[config.mk]
export PLATFORM = sky130hd
export DESIGN_NAME = id_ex_stage
export DESIGN_NICKNAME = d
export VERILOG_FILES = /design/src/rtl/id_ex_stage.sv
export SDC_FILE = /design/constraint.sdc
export NUM_CORES = 1
export LEC_CHECK = 0
export CAP_MARGIN = 20
export CELL_PAD_IN_SITES_DETAIL_PLACEMENT = 1
export CELL_PAD_IN_SITES_GLOBAL_PLACEMENT = 1
export CORE_AREA = 2 2 213 215
export CTS_BUF_LIST = sky130_fd_sc_hd__clkbuf_4
export CTS_CLUSTER_DIAMETER = 120
export CTS_CLUSTER_SIZE = 28
export DETAILED_ROUTE_END_ITERATION = 12
export DIE_AREA = 0 0 215 217
export PLACE_DENSITY_LB_ADDON = 0.1
export SETUP_SLACK_MARGIN = 0.1
export SLEW_MARGIN = 40
export SYNTH_ARGS = -nofsm -noshare
export SYNTH_HDL_FRONTEND = slang
export SYNTH_SLANG_ARGS = --single-unit
[constraint.sdc]
create_clock -name clk -period 4.6 [get_ports clk]
set_input_delay 0.69 -clock clk [delete_from_list [all_inputs] [get_ports clk]]
set_output_delay 0.69 -clock clk [all_outputs]
set_load 0.01 [all_outputs]
[src/rtl/id_ex_stage.sv]
// ID/EX pipeline register with load-use hazard detection, WB->ID bypass,
// x0 zero-forcing, branch flush and saturating stall/flush counters.
module id_ex_stage #(
    parameter int unsigned XLEN   = 64,
    parameter int unsigned CTRL_W = 8,
    parameter int unsigned CNT_W  = 16
) (
    input  logic              clk,
    input  logic              reset,
    input  logic              id_valid,
    input  logic [4:0]        id_rs1,
    input  logic [4:0]        id_rs2,
    input  logic [4:0]        id_rd,
    input  logic              id_uses_rs1,
    input  logic              id_uses_rs2,
    input  logic [XLEN-1:0]   id_rdata1,
    input  logic [XLEN-1:0]   id_rdata2,
    input  logic [XLEN-1:0]   id_imm,
    input  logic [CTRL_W-1:0] id_ctrl,
    input  logic              id_mem_read,
    input  logic              id_reg_write,
    input  logic              wb_reg_write,
    input  logic [4:0]        wb_rd,
    input  logic [XLEN-1:0]   wb_data,
    input  logic              flush,
    output logic              stall_id,
    output logic              ex_valid,
    output logic [4:0]        ex_rs1,
    output logic [4:0]        ex_rs2,
    output logic [4:0]        ex_rd,
    output logic [XLEN-1:0]   ex_op_a,
    output logic [XLEN-1:0]   ex_op_b,
    output logic [XLEN-1:0]   ex_imm,
    output logic [CTRL_W-1:0] ex_ctrl,
    output logic              ex_mem_read,
    output logic              ex_reg_write,
    output logic [CNT_W-1:0]  stall_count,
    output logic [CNT_W-1:0]  flush_count
);

    localparam logic [4:0] REG_X0 = 5'd0;

    logic            hz;
    logic [XLEN-1:0] op_a;
    logic [XLEN-1:0] op_b;

    // Load-use hazard: the load in EX writes a register ID is about to read.
    always_comb begin
        hz = 1'b0;
        if (id_valid && ex_valid && ex_mem_read && (ex_rd != REG_X0)) begin
            hz = (id_uses_rs1 && (id_rs1 == ex_rd)) ||
                 (id_uses_rs2 && (id_rs2 == ex_rd));
        end
        stall_id = hz && !flush && !reset;
    end

    // Operand select: x0 reads zero, then same-cycle WB bypass, then regfile.
    always_comb begin
        op_a = id_rdata1;
        op_b = id_rdata2;
        if (id_rs1 == REG_X0) begin
            op_a = '0;
        end else if (wb_reg_write && (wb_rd == id_rs1)) begin
            op_a = wb_data;
        end
        if (id_rs2 == REG_X0) begin
            op_b = '0;
        end else if (wb_reg_write && (wb_rd == id_rs2)) begin
            op_b = wb_data;
        end
    end

    // Pipeline register: reset, then flush, then bubble, then normal load.
    always_ff @(posedge clk) begin
        if (reset) begin
            ex_valid     <= 1'b0;
            ex_rs1       <= '0;
            ex_rs2       <= '0;
            ex_rd        <= '0;
            ex_op_a      <= '0;
            ex_op_b      <= '0;
            ex_imm       <= '0;
            ex_ctrl      <= '0;
            ex_mem_read  <= 1'b0;
            ex_reg_write <= 1'b0;
        end else if (flush || hz) begin
            // Data fields are held; only the qualifying controls are cleared.
            ex_valid     <= 1'b0;
            ex_ctrl      <= '0;
            ex_mem_read  <= 1'b0;
            ex_reg_write <= 1'b0;
        end else begin
            ex_valid     <= id_valid;
            ex_rs1       <= id_rs1;
            ex_rs2       <= id_rs2;
            ex_rd        <= id_rd;
            ex_op_a      <= op_a;
            ex_op_b      <= op_b;
            ex_imm       <= id_imm;
            ex_ctrl      <= id_valid ? id_ctrl : '0;
            ex_mem_read  <= id_valid && id_mem_read;
            ex_reg_write <= id_valid && id_reg_write;
        end
    end

    // Saturating event counters; flush takes precedence over a stall.
    always_ff @(posedge clk) begin
        if (reset) begin
            stall_count <= '0;
            flush_count <= '0;
        end else if (flush) begin
            if (id_valid && (flush_count != '1)) begin
                flush_count <= flush_count + CNT_W'(1);
            end
        end else if (hz) begin
            if (stall_count != '1) begin
                stall_count <= stall_count + CNT_W'(1);
            end
        end
    end

endmodule
Yosys cells after proc, flatten, opt, wreduce, memory -nomap -nowiden
Cells that the tools add are included.

word-level totals
  bits in registers = 250
  output and inout bits = 251
  logic and storage cells = 50

operators by class
  $add $sub $neg = 2
  equality and inequality tests = 6
  muxes and demuxes = 5
  bitwise operators = 2
  reduce and logical (&&, ||, !) cells = 23

operators with widths
  operator                                                         count
  64-bit 2-to-1 mux                                                4
  16-bit by 1-bit adder with 16-bit output, second input constant  2
  16-bit inequality test, second input constant                    2
  5-bit == test                                                    4
  1-bit logical AND                                                12
  5-bit logical NOT                                                2
  5-bit nonzero test                                               1
  3-bit AND reduction                                              1
  3-bit OR reduction                                               1
  1-bit logical NOT                                                2
  1-bit logical OR                                                 2
  1-bit NOT                                                        2
  2-bit AND reduction                                              1
  2-bit OR reduction                                               1
  1-bit 2-to-1 mux                                                 1

Depth between registers and ports, before layout
Gate-level depths: netlist of run 1.

  depth after elaboration = 6
  depth in mapped cells = 9
  gate-level depth less buffers = 7

Least setup slack after synthesis of run 1
OpenSTA, ideal clock, no wires.

  path kind = input-to-reg
  from = in id_rs1[2]
  to = reg ex_op_a[10]
  arrival = 2168 ps
  path slack = 2292 ps
  stages on the path = 7
  buffers on the path = 2
  cell sequence = xor2_1 > nor4_1 > and3_1 > buf_4 > clkbuf_1 > mux2i_1 > o31ai_2

between the ends
  cells in the longest elaborated chain, start to end = 5
  elaborated cells on any way between the ends = 10

ends and longest elaborated chain
  what                  line  text
  start, declared       11    input logic [4:0] id_rs1,
  5-bit == test         51    hz = (id_uses_rs1 && (id_rs1 == ex_rd)) ||
  1-bit logical AND     51
  1-bit logical OR      51
  1-bit 2-to-1 mux      50    if (id_valid && ex_valid && ex_mem_read && (ex_rd != REG_X0)) begin
  1-bit logical OR      86    end else if (flush || hz) begin
  end signal, assigned  97    ex_op_a <= op_a;
  end, declared         31    output logic [XLEN-1:0] ex_op_a,

Parallel ways exist; a longest one is shown, timed or not.
A chain may end at the register's enable or synchronous reset.

Worst setup path in the final report of run 1
  from = reg ex_rd[4]
  to = out stall_id

between the ends
  cells in the longest elaborated chain, start to end = 6
  elaborated cells on any way between the ends = 10

ends and longest elaborated chain
  what                                  line    text
  start, declared                       30      output logic [4:0] ex_rd,
  start signal, assigned                96      ex_rd <= id_rd;
  5-bit == test (on tied branches)      51, 52
  1-bit logical AND (on tied branches)  51, 52
  1-bit logical OR                      51
  1-bit 2-to-1 mux (*)                  50
  1-bit logical AND (*) (2 in a row)    54      stall_id = hz && !flush && !reset;
  end, declared                         26      output logic stall_id,

Every way passes the cells marked *; elsewhere a longest branch is shown, timed or not.

==> impl_metrics.ini, run 1 <==
[route]
drt_iter0_markers = 474
dr.pass1.iters = 4
finalWirelength_um = 48400
vias = 10633
drc = 0
vias_per_cell = 4.71
routedWlPerCell_um = 21.4
ant_nets = 0

[job]
cap_violations = 0

[logic_synthesis]
synth_edf_count = 0
async_reset_ff_frac = 0
syn_area_mm2 = 0.0110
synth_common_cells = dfxtp_1, nand2_1, nand3b_1
synth.top_cell.area_share = 0.453
post_synth.cell_area_avg_um2 = 9.41
syn_inst = 1174
ys_top_cells_by_area = dfxtp_1, mux2i_1, nand3b_1
ys_seq_area_frac = 0.453
ys_seq_elements = 250
synth_ff_type = dfxtp_1
synth.distinct_cells = 46
synth_top_area_cell = dfxtp_1
ys_warn_count = 0
yosysMostFrequentCell = dfxtp_1
synth_fp_nets = 1469

[global_route]
gr-usage-met1 = 0.241
antenna_found_initial = 18
grt_max_degree = 102
overflow = 0
groute.usage.overall = 0.198
grt_pass1_vias = 11076
grt.busiest_layer = met2
grt_pass1_wl_um = 71900
grtUsageMet2 = 0.333
gr-usage-met3 = 0.0707

[min_path]
hold_depth = 2
min_path_type = in -> reg
hold_end = flush_count[2]
hp-start = reset

[critical_path]
regToRegEndpoint = ex_op_a[38]
required_ns = 3.91
r2r_slack_ns = 2.00
crit_path_end_kind = output port
r2r-start = ex_rd[4]
crit_type = reg -> out
cp_data_arrival_time_ns = 2.99
crit_path_start_kind = flip-flop
cp_max_fo = 13
reg2regPathDepth = 8

[floorplan]
rows = 78
die_y_um = 217
dieArea_mm2 = 0.0467
start_util = 0.247
die_x_um = 215
core_mm2 = 0.0447
top_level_ports = 544

[sta]
drv_slew = 0
layout_setup_ws_ns = 0.923
timing.final.crit_share = 0.799
finalSetupViolations = 0
fin_skew_ns = 0.0243
hold_viol = 0
min_period_ns = 3.68
fmax_mhz = 272
setup_tns_ns = 0
slew-limit-headroom = 0.505
worstMarginPinSlew_ns = 0.742
rsz0062_at_grt = no

[clocking]
clockBufferDepth = 3
clk_latency_ns = 0.71
clkSinkCount = 250
cts_hold_buf = 0
cts_tree = yes
cts_buffers = 13
cts-resized-gates = 0
postCtsSetupBuffers = 0
h-tree-depth = 1
clkSlewWorstSetupHoldPaths_ns = 0.29
cts-root-buf = clkbuf_4

[layout]
syn_to_final_growth_pct = 55.9
final_cells = 2259
drive_gt1_frac = 0.0419
nNetsFinal = 1938
nFillCells = 5192
seqCellArea_mm2 = 0.00500
multi_input_area_mm2 = 0.00562

[place]
port_buffers = 543
hpwl_um = 35300
pre_cts_slack_ns = 0.947
place_congestion = 0.814
dp.cells = 2228

[power]
power_frac_comb = 0.224
swShare = 0.289
power_density_mw_per_mm2 = 244
power_leakage_nw = 5.65
clkPwrFrac = 0.216
peakVddDrop_mv = 0.138
p_switching_mw = 1.21
p_int_mw = 2.99
power_frac_seq = 0.559

[outcome]
status = complete, no violations
-- state kept, by name, summed over array words and instances, names as in the netlist --
register / cells
ex_op_b: 64
ex_rd: 5
ex_valid: 1
ex_rs2: 5
ex_rs1: 5
stall_count: 16
ex_ctrl: 8
ex_mem_read: 1
ex_op_a: 64
flush_count: 16
ex_imm: 64
ex_reg_write: 1
-- area by class of cell --
type	count	area share
Antenna cell	11	0.00160
Clock buffer	15	0.00654
Clock inverter	5	0.00247
Inverter	5	0.00109
Multi-Input combinational cell	816	0.326
Sequential cell	250	0.291
Tap cell	600	0.0436
Timing Repair Buffer	557	0.328
-- power by group through the flow --
stage	registers, mW	logic, mW	clock network, mW
3_3_place_gp	2.39	0.949	0
4_1_cts	2.35	0.959	0.996
5_1_grt	2.37	1.01	1.05
2_1_floorplan	2.43	0.288	0
3_5_place_dp	2.39	0.954	0
6_report	2.35	0.943	0.908
-- critical path, cell delays in order (launching register included) --
cell and delay (ns):
dfxtp_1 0.59, xnor2_1 0.18, nand4_1 0.15, o22ai_1 0.17
buf_4 0.23, nand3b_1 0.25, nor2_1 0.16, clkdlybuf4s50_1 0.55
-- stage by stage --
stage	hold WS (ns)	utilization	power [mW]	area, um2
after CTS	0.388	0.384	4.31	17200
final	0.448	0.385	4.20	17200
after global routing	0.402	0.385	4.43	17200
after global placement	0.441	0.380	3.33	17000
after floorplan	0.481	-	2.72	11000
after detailed placement	0.447	0.381	3.34	17000
-- cell usage in the layout, fill, tap and decap left out, drive strengths merged, types with 15 or more instances in the layout --
cell | Yosys | final
clkdlybuf4s50 | 0 | 542
dfxtp | 250 | 250
nand2 | 172 | 172
nand3b | 130 | 130
mux2i | 129 | 129
o31ai | 129 | 129
a21oi | 87 | 87
nor2 | 34 | 34
xnor2 | 20 | 20
xor2 | 20 | 20
nand3 | 16 | 16
clkbuf | 57 | 15
buf | 46 | 15
-- how the worst max path moves through the flow --
| stage | startpoint | endpoint | slack, ns |
|---|---|---|---|
| 4_1_cts | ex_rd[4] | stall_id | 0.81 |
| 2_1_floorplan | id_rs1[2] | ex_op_a[10] | 2.29 |
| 6_report | ex_rd[4] | stall_id | 0.92 |
| 5_1_grt | ex_rd[4] | stall_id | 0.71 |
| 3_5_place_dp | id_rs1[4] | stall_id | 0.95 |
| 3_3_place_gp | id_rs2[4] | stall_id | 0.96 |
-- per-layer routing --
layer / vias up / routed length, um
met5: - / 69
met4: 10 / 1040
met3: 49 / 4040
met2: 292 / 23100
met1: 5148 / 20200
li1: 5134 / -
-- cell families (layout without fill, tap and decap cells) --
family | Yosys count | in the layout | share of synthesized area
AOI/OAI and AO/OA | 231 | 231 | 0.148
xor gates and xnor gates | 40 | 40 | 0.0317
adders and majority gates | 2 | 2 | 0.00227
buffers and inverters | 108 | 582 | 0.0440
DFF | 250 | 250 | 0.453
muxes | 131 | 131 | 0.119
other | 0 | 11 | 0
and+or+nand+nor | 412 | 412 | 0.202
(Power assumes the default switching activity.)
==> run 2, diff against run 1 <==
clock period = 3.4 ns   (was 4.6 ns; I/O delays follow)
==> run 2 against run 1 <==
Compared with the run above:
- non-clock buffer count grew 21
- core utilization grew 0.48 points
- sequential share of layout area shrank 0.33 points
- critical path type unchanged
- largest cell class unchanged
==> impl_metrics.ini, run 2 (synthesized netlist as in run 1, its figures left out) <==
[global_route]
overflow = 0
grt_pass1_vias = 11151
groute.usage.overall = 0.199
antenna_found_initial = 19
grt_pass1_wl_um = 71900
grt_max_degree = 115

[floorplan]
start_util = 0.247
top_level_ports = 544
die_x_um = 215
die_y_um = 217
dieArea_mm2 = 0.0467
rows = 78
core_mm2 = 0.0447

[min_path]
hold_end = stall_count[1]
hold_depth = 2
min_path_type = in -> reg
hp-start = reset

[power]
power_frac_seq = 0.550
power_density_mw_per_mm2 = 332
swShare = 0.288
p_switching_mw = 1.67
p_int_mw = 4.11
power_frac_comb = 0.225
power_leakage_nw = 5.77
clkPwrFrac = 0.225
peakVddDrop_mv = 0.188

[route]
drc = 0
vias = 10779
dr.pass1.iters = 4
drt_iter0_markers = 514
finalWirelength_um = 48300
ant_nets = 0
vias_per_cell = 4.73
routedWlPerCell_um = 21.2

[critical_path]
r2r-start = ex_rd[0]
cp_max_fo = 4
slowest_stage = or4_4
cp_cell_sequence = or4_4, o2111ai_4, inv_2, nand3b_1, nor2_1, dlygate4sd2_1
required_ns = 2.89
crit_family = simple AND/OR/NAND/NOR gates
reg2regPathDepth = 10
crit_path_start_kind = flip-flop
cpPeakStageDelay_ns = 0.55
crit_buf_inv = 2
crit_path_end_kind = output port
regToRegEndpoint = ex_op_a[6]
crit_type = reg -> out
cp_data_arrival_time_ns = 2.54
r2r_slack_ns = 0.91

[clocking]
clkSlewWorstSetupHoldPaths_ns = 0.30
clk_latency_ns = 0.74
clockBufferDepth = 3
cts-root-buf = clkbuf_4
cts_tree = yes
h-tree-depth = 1
cts_buffers = 13
clkSinkCount = 250

[layout]
syn_to_final_growth_pct = 57.8
finalInstanceArea_mm2 = 0.0174
top_regs = ex_imm (64), ex_op_a (64), ex_op_b (64)
layout_commonest_cell = clkdlybuf4s50_1
layout_common_cells = clkdlybuf4s50_1, dfxtp_1, nand2_1
nNetsFinal = 1959
drive_gt1_frac = 0.0528
final_cells = 2279

[place]
hpwl_um = 36300
place_area_mm2 = 0.0172
port_buffers = 543
dp.cells = 2247
place_congestion = 0.792

[job]
cap_violations = 0

[sta]
hold_viol = 0
fin_skew_ns = 0.0640
drv_slew = 0
worstMarginPinSlew_ns = 0.707
setup_tns_ns = 0
fmax_mhz = 328
slew-limit-headroom = 0.529
rsz0062_at_grt = no
timing.final.crit_share = 0.896
finalSetupViolations = 0
min_period_ns = 3.05

[outcome]
status = complete, no violations
run 2: cell count changes in the layout (fill, tap and decap cells not counted), sizes merged:
cell | before | now
buf | 15 | 36
bufinv | 0 | 1
clkdlybuf4s50 | 542 | 541
clkbuf | 15 | 13
diode | 11 | 13
inv | 5 | 6
clkinv | 5 | 2
dlygate4sd2 | 0 | 1
run 2: what timing repair did:
action                                  4_1_cts  5_1_grt
gates resized for setup                       5        0
endpoints found under the setup margin        1        0
hold buffers                                  0        0
setup buffers                                 2        0
endpoints found under the hold margin         0        0
run 2: worst max-delay path by stage:
stage               cells after the start           to       from
floorplan                               9  ex_op_a[10]   ex_rd[0]
global placement                       10   ex_op_a[4]  id_rs2[4]
detailed placement                     10   ex_op_a[6]  id_rs2[4]
CTS                                     6     stall_id   ex_rd[0]
global route                            6     stall_id   ex_rd[1]
finish                                  6     stall_id   ex_rd[0]
run 2: worst reg2reg max path: stages (launching register included):
cell	delay, ns
dfxtp_4	0.42
buf_4	0.15
xnor2_1	0.16
nand4_1	0.13
o22ai_1	0.28
buf_4	0.26
a21o_4	0.26
buf_12	0.29
buf_4	0.30
nand3b_1	0.11
o31ai_2	0.06
run 2: per-stage QoR:
step	utilization	hold WS, ns	total power [mW]	worst slack (ns)
finish	0.390	0.134	5.78	0.352
global route	0.390	0.0873	6.09	0.204
CTS	0.389	0.0737	5.89	0.249
detailed placement	0.385	0.448	4.55	0.332
global placement	0.385	0.441	4.53	0.363
floorplan	-	0.481	3.68	1.20
run 2: per-layer routing:
metal	wire [um]	global-route usage	up-vias
li1	-	-	5173
met2	23000	0.333	308
met1	20200	0.243	5229
met4	1070	0.0577	14
met3	3900	0.0683	55
met5	104	0	-
run 2: area by class of cell:
class,count,area (um2)
flip-flops and latches,250,5010
inverters,5,18.8
diodes,13,32.5
repair buffers,578,5850
clock inverters,4,62.6
fillers,5162,27300
well taps,600,751
clock buffers,13,97.6
multi-input cells,816,5610
run 2: power by group through the flow:
stage               Combinational (mW)  Sequential [mW]  Clock [mW]
finish                            1.30             3.18        1.30
global route                      1.40             3.20        1.49
CTS                               1.32             3.18        1.39
detailed placement                1.32             3.23           0
global placement                  1.31             3.23           0
floorplan                        0.390             3.29           0
==> run 3, diff against run 2 <==
GPL_ROUTABILITY_DRIVEN = 0   (was not set)
PLACE_DENSITY_LB_ADDON = 0.08   (was 0.1)
==> run 3 against run 2 <==
Compared with the run above:
- critical path depth stayed put
- count of clock-buffer cells in the layout is 2 higher
- sequential cell count unchanged
- critical endpoint unchanged
- largest cell class unchanged
- maximum frequency rose by 0.24%
- core utilization decreased by 0.14 points
- hold slack got worse by 0.0086 ns
- sequential power about the same
- clock power hardly changed
==> impl_metrics.ini, run 3 (synthesized netlist as in run 1, its figures left out) <==
[power]
p_int_mw = 4.12
power_frac_comb = 0.223
swShare = 0.287
clkPwrFrac = 0.227
power_frac_seq = 0.550
peakVddDrop_mv = 0.188
power_leakage_nw = 5.73
power_density_mw_per_mm2 = 333
p_switching_mw = 1.66

[place]
place_area_mm2 = 0.0171
hpwl_um = 35500
port_buffers = 543
dp.cells = 2237
pre_cts_slack_ns = 0.408

[clocking]
cts_tree = yes
clockBufferDepth = 3
h-tree-depth = 1
clkSinkCount = 250
cts_buffers = 13
cts-root-buf = clkbuf_4
clkSlewWorstSetupHoldPaths_ns = 0.29
clk_latency_ns = 0.74
cts_hold_buf = 0

[global_route]
gr-usage-met1 = 0.243
gr-usage-met3 = 0.0697
antenna_found_initial = 13
grt_pass1_wl_um = 72200
overflow = 0
grtUsageMet2 = 0.338
grt_max_degree = 149
grt_pass1_vias = 10983
groute.usage.overall = 0.200
grt.busiest_layer = met2

[route]
finalWirelength_um = 48500
vias_per_cell = 4.68
vias = 10619
routedWlPerCell_um = 21.3
drt_iter0_markers = 464
dr.pass1.iters = 4
drc = 0
ant_nets = 0

[sta]
fin_skew_ns = 0.0331
finalSetupViolations = 0
timing.final.crit_share = 0.894
min_period_ns = 3.04
setup_tns_ns = 0
rsz0062_at_grt = no
drv_slew = 0
worstMarginPinSlew_ns = 0.663
fmax_mhz = 329
slew-limit-headroom = 0.558
layout_setup_ws_ns = 0.360
hold_viol = 0

[critical_path]
crit_type = reg -> out
crit_path_start_kind = flip-flop
crit_path_end_kind = output port
required_ns = 2.89
cp_data_arrival_time_ns = 2.53
cp_cell_sequence = or4_4, o2111ai_4, inv_2, nand3b_1, nor2_1, dlygate4sd2_1
slowest_stage = or4_4
cp_max_fo = 5
cpPeakStageDelay_ns = 0.53

[layout]
nNetsFinal = 1950
drive_gt1_frac = 0.0500
layout_commonest_cell = clkdlybuf4s50_1
fin_util = 0.388
top_regs = ex_imm (64), ex_op_a (64), ex_op_b (64)
final_cells = 2271
finalInstanceArea_mm2 = 0.0174
layout_common_cells = clkdlybuf4s50_1, dfxtp_1, nand2_1
syn_to_final_growth_pct = 57.2

[min_path]
min_path_type = in -> reg

[floorplan]
rows = 78
core_mm2 = 0.0447
top_level_ports = 544
die_y_um = 217
die_x_um = 215
dieArea_mm2 = 0.0467
start_util = 0.247

[job]
cap_violations = 0

[outcome]
status = complete, no violations
==> run 3: cell count changes in the layout (fill, tap and decap cells not counted), sizes merged <==
cell / delta
diode: -2
buf: -9
clkinvlp: +2
clkinv: -1
clkbuf: +2
==> run 3: metal layers <==
metal | up-vias | share of wire | routed length, um
met4 | 2 | 0.019 | 907
met2 | 317 | 0.48 | 23300
met3 | 46 | 0.081 | 3950
li1 | 5151 | - | -
met5 | - | 0.00027 | 13
met1 | 5103 | 0.42 | 20400
==> run 3: what timing repair did <==
item,4_1_cts,5_1_grt
endpoints found under the setup margin,1,0
buffers inserted,3,0
gates resized for setup,6,0
==> run 3: power groups by stage <==
| stage | Clock (mW) | Sequential, mW | Combinational [mW] |
|---|---|---|---|
| floorplan | 0 | 3.29 | 0.390 |
| global placement | 0 | 3.23 | 1.30 |
| detailed placement | 0 | 3.23 | 1.30 |
| CTS | 1.43 | 3.18 | 1.31 |
| global route | 1.52 | 3.20 | 1.39 |
| finish | 1.31 | 3.18 | 1.29 |
==> run 3: metrics by stage <==
step / power (mW) / hold WS, ns
floorplan: 3.68 / 0.481
global placement: 4.52 / 0.441
detailed placement: 4.53 / 0.449
CTS: 5.92 / 0.0354
global route: 6.11 / 0.0555
finish: 5.78 / 0.125
==> run 3: final cells by class <==
type / instances / area [um2]
multi-input cells: 816 / 5610
inverters: 5 / 18.8
diodes: 11 / 27.5
well taps: 600 / 751
repair buffers: 569 / 5770
flip-flops and latches: 250 / 5010
clock buffers: 15 / 113
fillers: 5179 / 27300
clock inverters: 5 / 62.6
==> run 3: path summary, 6_finish.rpt <==
kind                   start              to  slack [ns]  cells after the start
setup reg to reg    ex_rd[0]  stall_count[9]        1.02                      9
hold / removal         reset       ex_imm[4]        0.13                      2
setup / recovery    ex_rd[1]        stall_id        0.36                      6
hold reg to reg   ex_imm[48]      ex_imm[48]        0.47                      2
==> run 3: worst max-delay path: cells and delay by family, from the launching register on <==
| family | cells | cell delay, ns |
|---|---|---|
| buffers and inverters | 2 | 0.40 |
| DFF | 1 | 0.44 |
| and+or+nand+nor | 3 | 0.73 |
| AOI/OAI and AO/OA | 1 | 0.25 |
==> RTL edit: new RTL, config.mk and constraints of run 2 <==
Set the parameter `CNT_W` to 20 (it was 16).
--- a/src/rtl/id_ex_stage.sv
+++ b/src/rtl/id_ex_stage.sv
@@ -5,3 +5,3 @@
     parameter int unsigned CTRL_W = 8,
-    parameter int unsigned CNT_W  = 16
+    parameter int unsigned CNT_W  = 20
 ) (
Interface: changed (resized flush_count and stall_count); port bits go from 544 to 552. The function was not compared with the original's and may differ.
==> RTL edit against run 2 <==
  * Final area grew 3.0%
  * Total power grew 2.7%
  * Sequential cell count grew 8
  * Synthesized area grew 4.9%
  * Largest power group unchanged
  * Worst hold slack gained 180 ps
  * Die area is the same
  * Routed wire length grew 1.7%
  * Synthesized cell count shrank 4.4%
  * Fmax shrank 0.86%
  * Setup slack lost 26 ps
==> RTL edit: results (changes against run 2) <==
status completed (unchanged); largest net degree at the start of global routing 142 (was 115); Synth area leaders dfxtp_1, mux2i_1, nand3b_1, o31ai_1, nor2_1 (was dfxtp_1, mux2i_1, nand3b_1, o31ai_1, nand2_1); total vias in the final route 10500 (was 10800); Worst-Margin Slew 794 ps (was 707 ps); Peak supply drop 328 uV (was 188 uV); DP Wirelength 37100 um (was 36300 um); final hold slack 312 ps (was 134 ps); post-placement cell area 17800 um^2 (was 17200 um^2); mux share of post-synthesis cell area 0.181 (was 0.119); number of port buffers 551 (was 543); cts bufs inserted 14 (was 13); Int Pwr 4210 uW (was 4110 uW); Pleak 0.00615 uW (was 0.00577 uW); initial DRC count 537 (was 514); Total GRT Usage 0.203 (was 0.199); adder-cell share of the synthesized area 0.00216 (was 0.00227); Final min period 3070 ps (was 3050 ps); XOR/XNOR share of the synthesized area 0.0408 (was 0.0317); Syn Inst Count 1122 (was 1174); Placement Setup Slack 226 ps (was 332 ps); initial antenna violation count 10 (was 19); Worst path slowest cell or4_1 (was or4_4); crit path max fanout 5 (was 4); total setup buffers inserted after CTS 0 (was 2); FF-to-FF setup slack 820 ps (was 910 ps); slowest cell delay on critical path 590 ps (was 550 ps); Layout Cells excl Fill 2231 (was 2279); DR WL/cell 22.0 um (was 21.2 um); nets 1918 (was 1959); Compound-Gate Fraction of Synth Area 0.107 (was 0.148); Syn Nets 1417 (was 1469); layout cells sized above 1 0.0535 (was 0.0528)
-- RTL edit: changes by cell type after synthesis, sizes merged, moves of 4 or more --
cell,before,now
clkbuf,57,46
nor3,5,13
nor2,34,128
a21oi,87,3
nand2,172,18
xnor2,20,34
mux2i,129,209
nand3,16,12
and3,3,7
dfxtp,250,258
nand4,12,6
buf,46,51
-- RTL edit: area by class of cell --
cell class,instances,area (um^2)
diodes,5,12.5
clock buffers,15,113
clock inverters,4,70.1
fillers,5053,26700
inverters,6,22.5
multi-input cells,761,5870
flip-flops and latches,258,5170
well taps,600,751
repair buffers,582,5950
-- RTL edit: timing repair --
| action | 4_1_cts | 5_1_grt |
|---|---|---|
| endpoints found under the setup margin | 1 | 0 |
| hold buffers | 1 | 0 |
| hold endpoints to repair | 4 | 0 |
| gates resized for setup | 2 | 0 |
-- RTL edit: path summary, 6_finish.rpt --
check,startpoint,to,depth (start not counted)
max,ex_rd[0],stall_id,4
min,id_ctrl[7],ex_ctrl[7],2
max reg2reg,ex_rd[3],ex_imm[43],9
min reg2reg,ex_op_a[63],ex_op_a[63],2
-- RTL edit: worst reg2reg max path, cell delays in order (launching register included) --
cell and delay [ps]:
dfxtp_2 440, xor2_1 180, nor4_2 400, a32oi_4 190
buf_4 250, o21bai_4 270, buf_12 230, buf_12 220
mux2i_1 240, nor2_1 50
-- RTL edit: power by group through the flow --
stage	clock, uW	sequential, uW	combinational (uW)
global placement	0	3330	1350
global route	1520	3300	1440
detailed placement	0	3330	1360
CTS	1420	3280	1370
floorplan	0	3400	425
finish	1310	3280	1340
-- RTL edit: routing by layer --
metal,vias to the layer above,track usage,wire length [um]
met5,-,0,80
met4,12,0.0490,1050
met3,50,0.0725,4260
met2,338,0.352,23700
met1,5097,0.239,20100
li1,5021,-,-
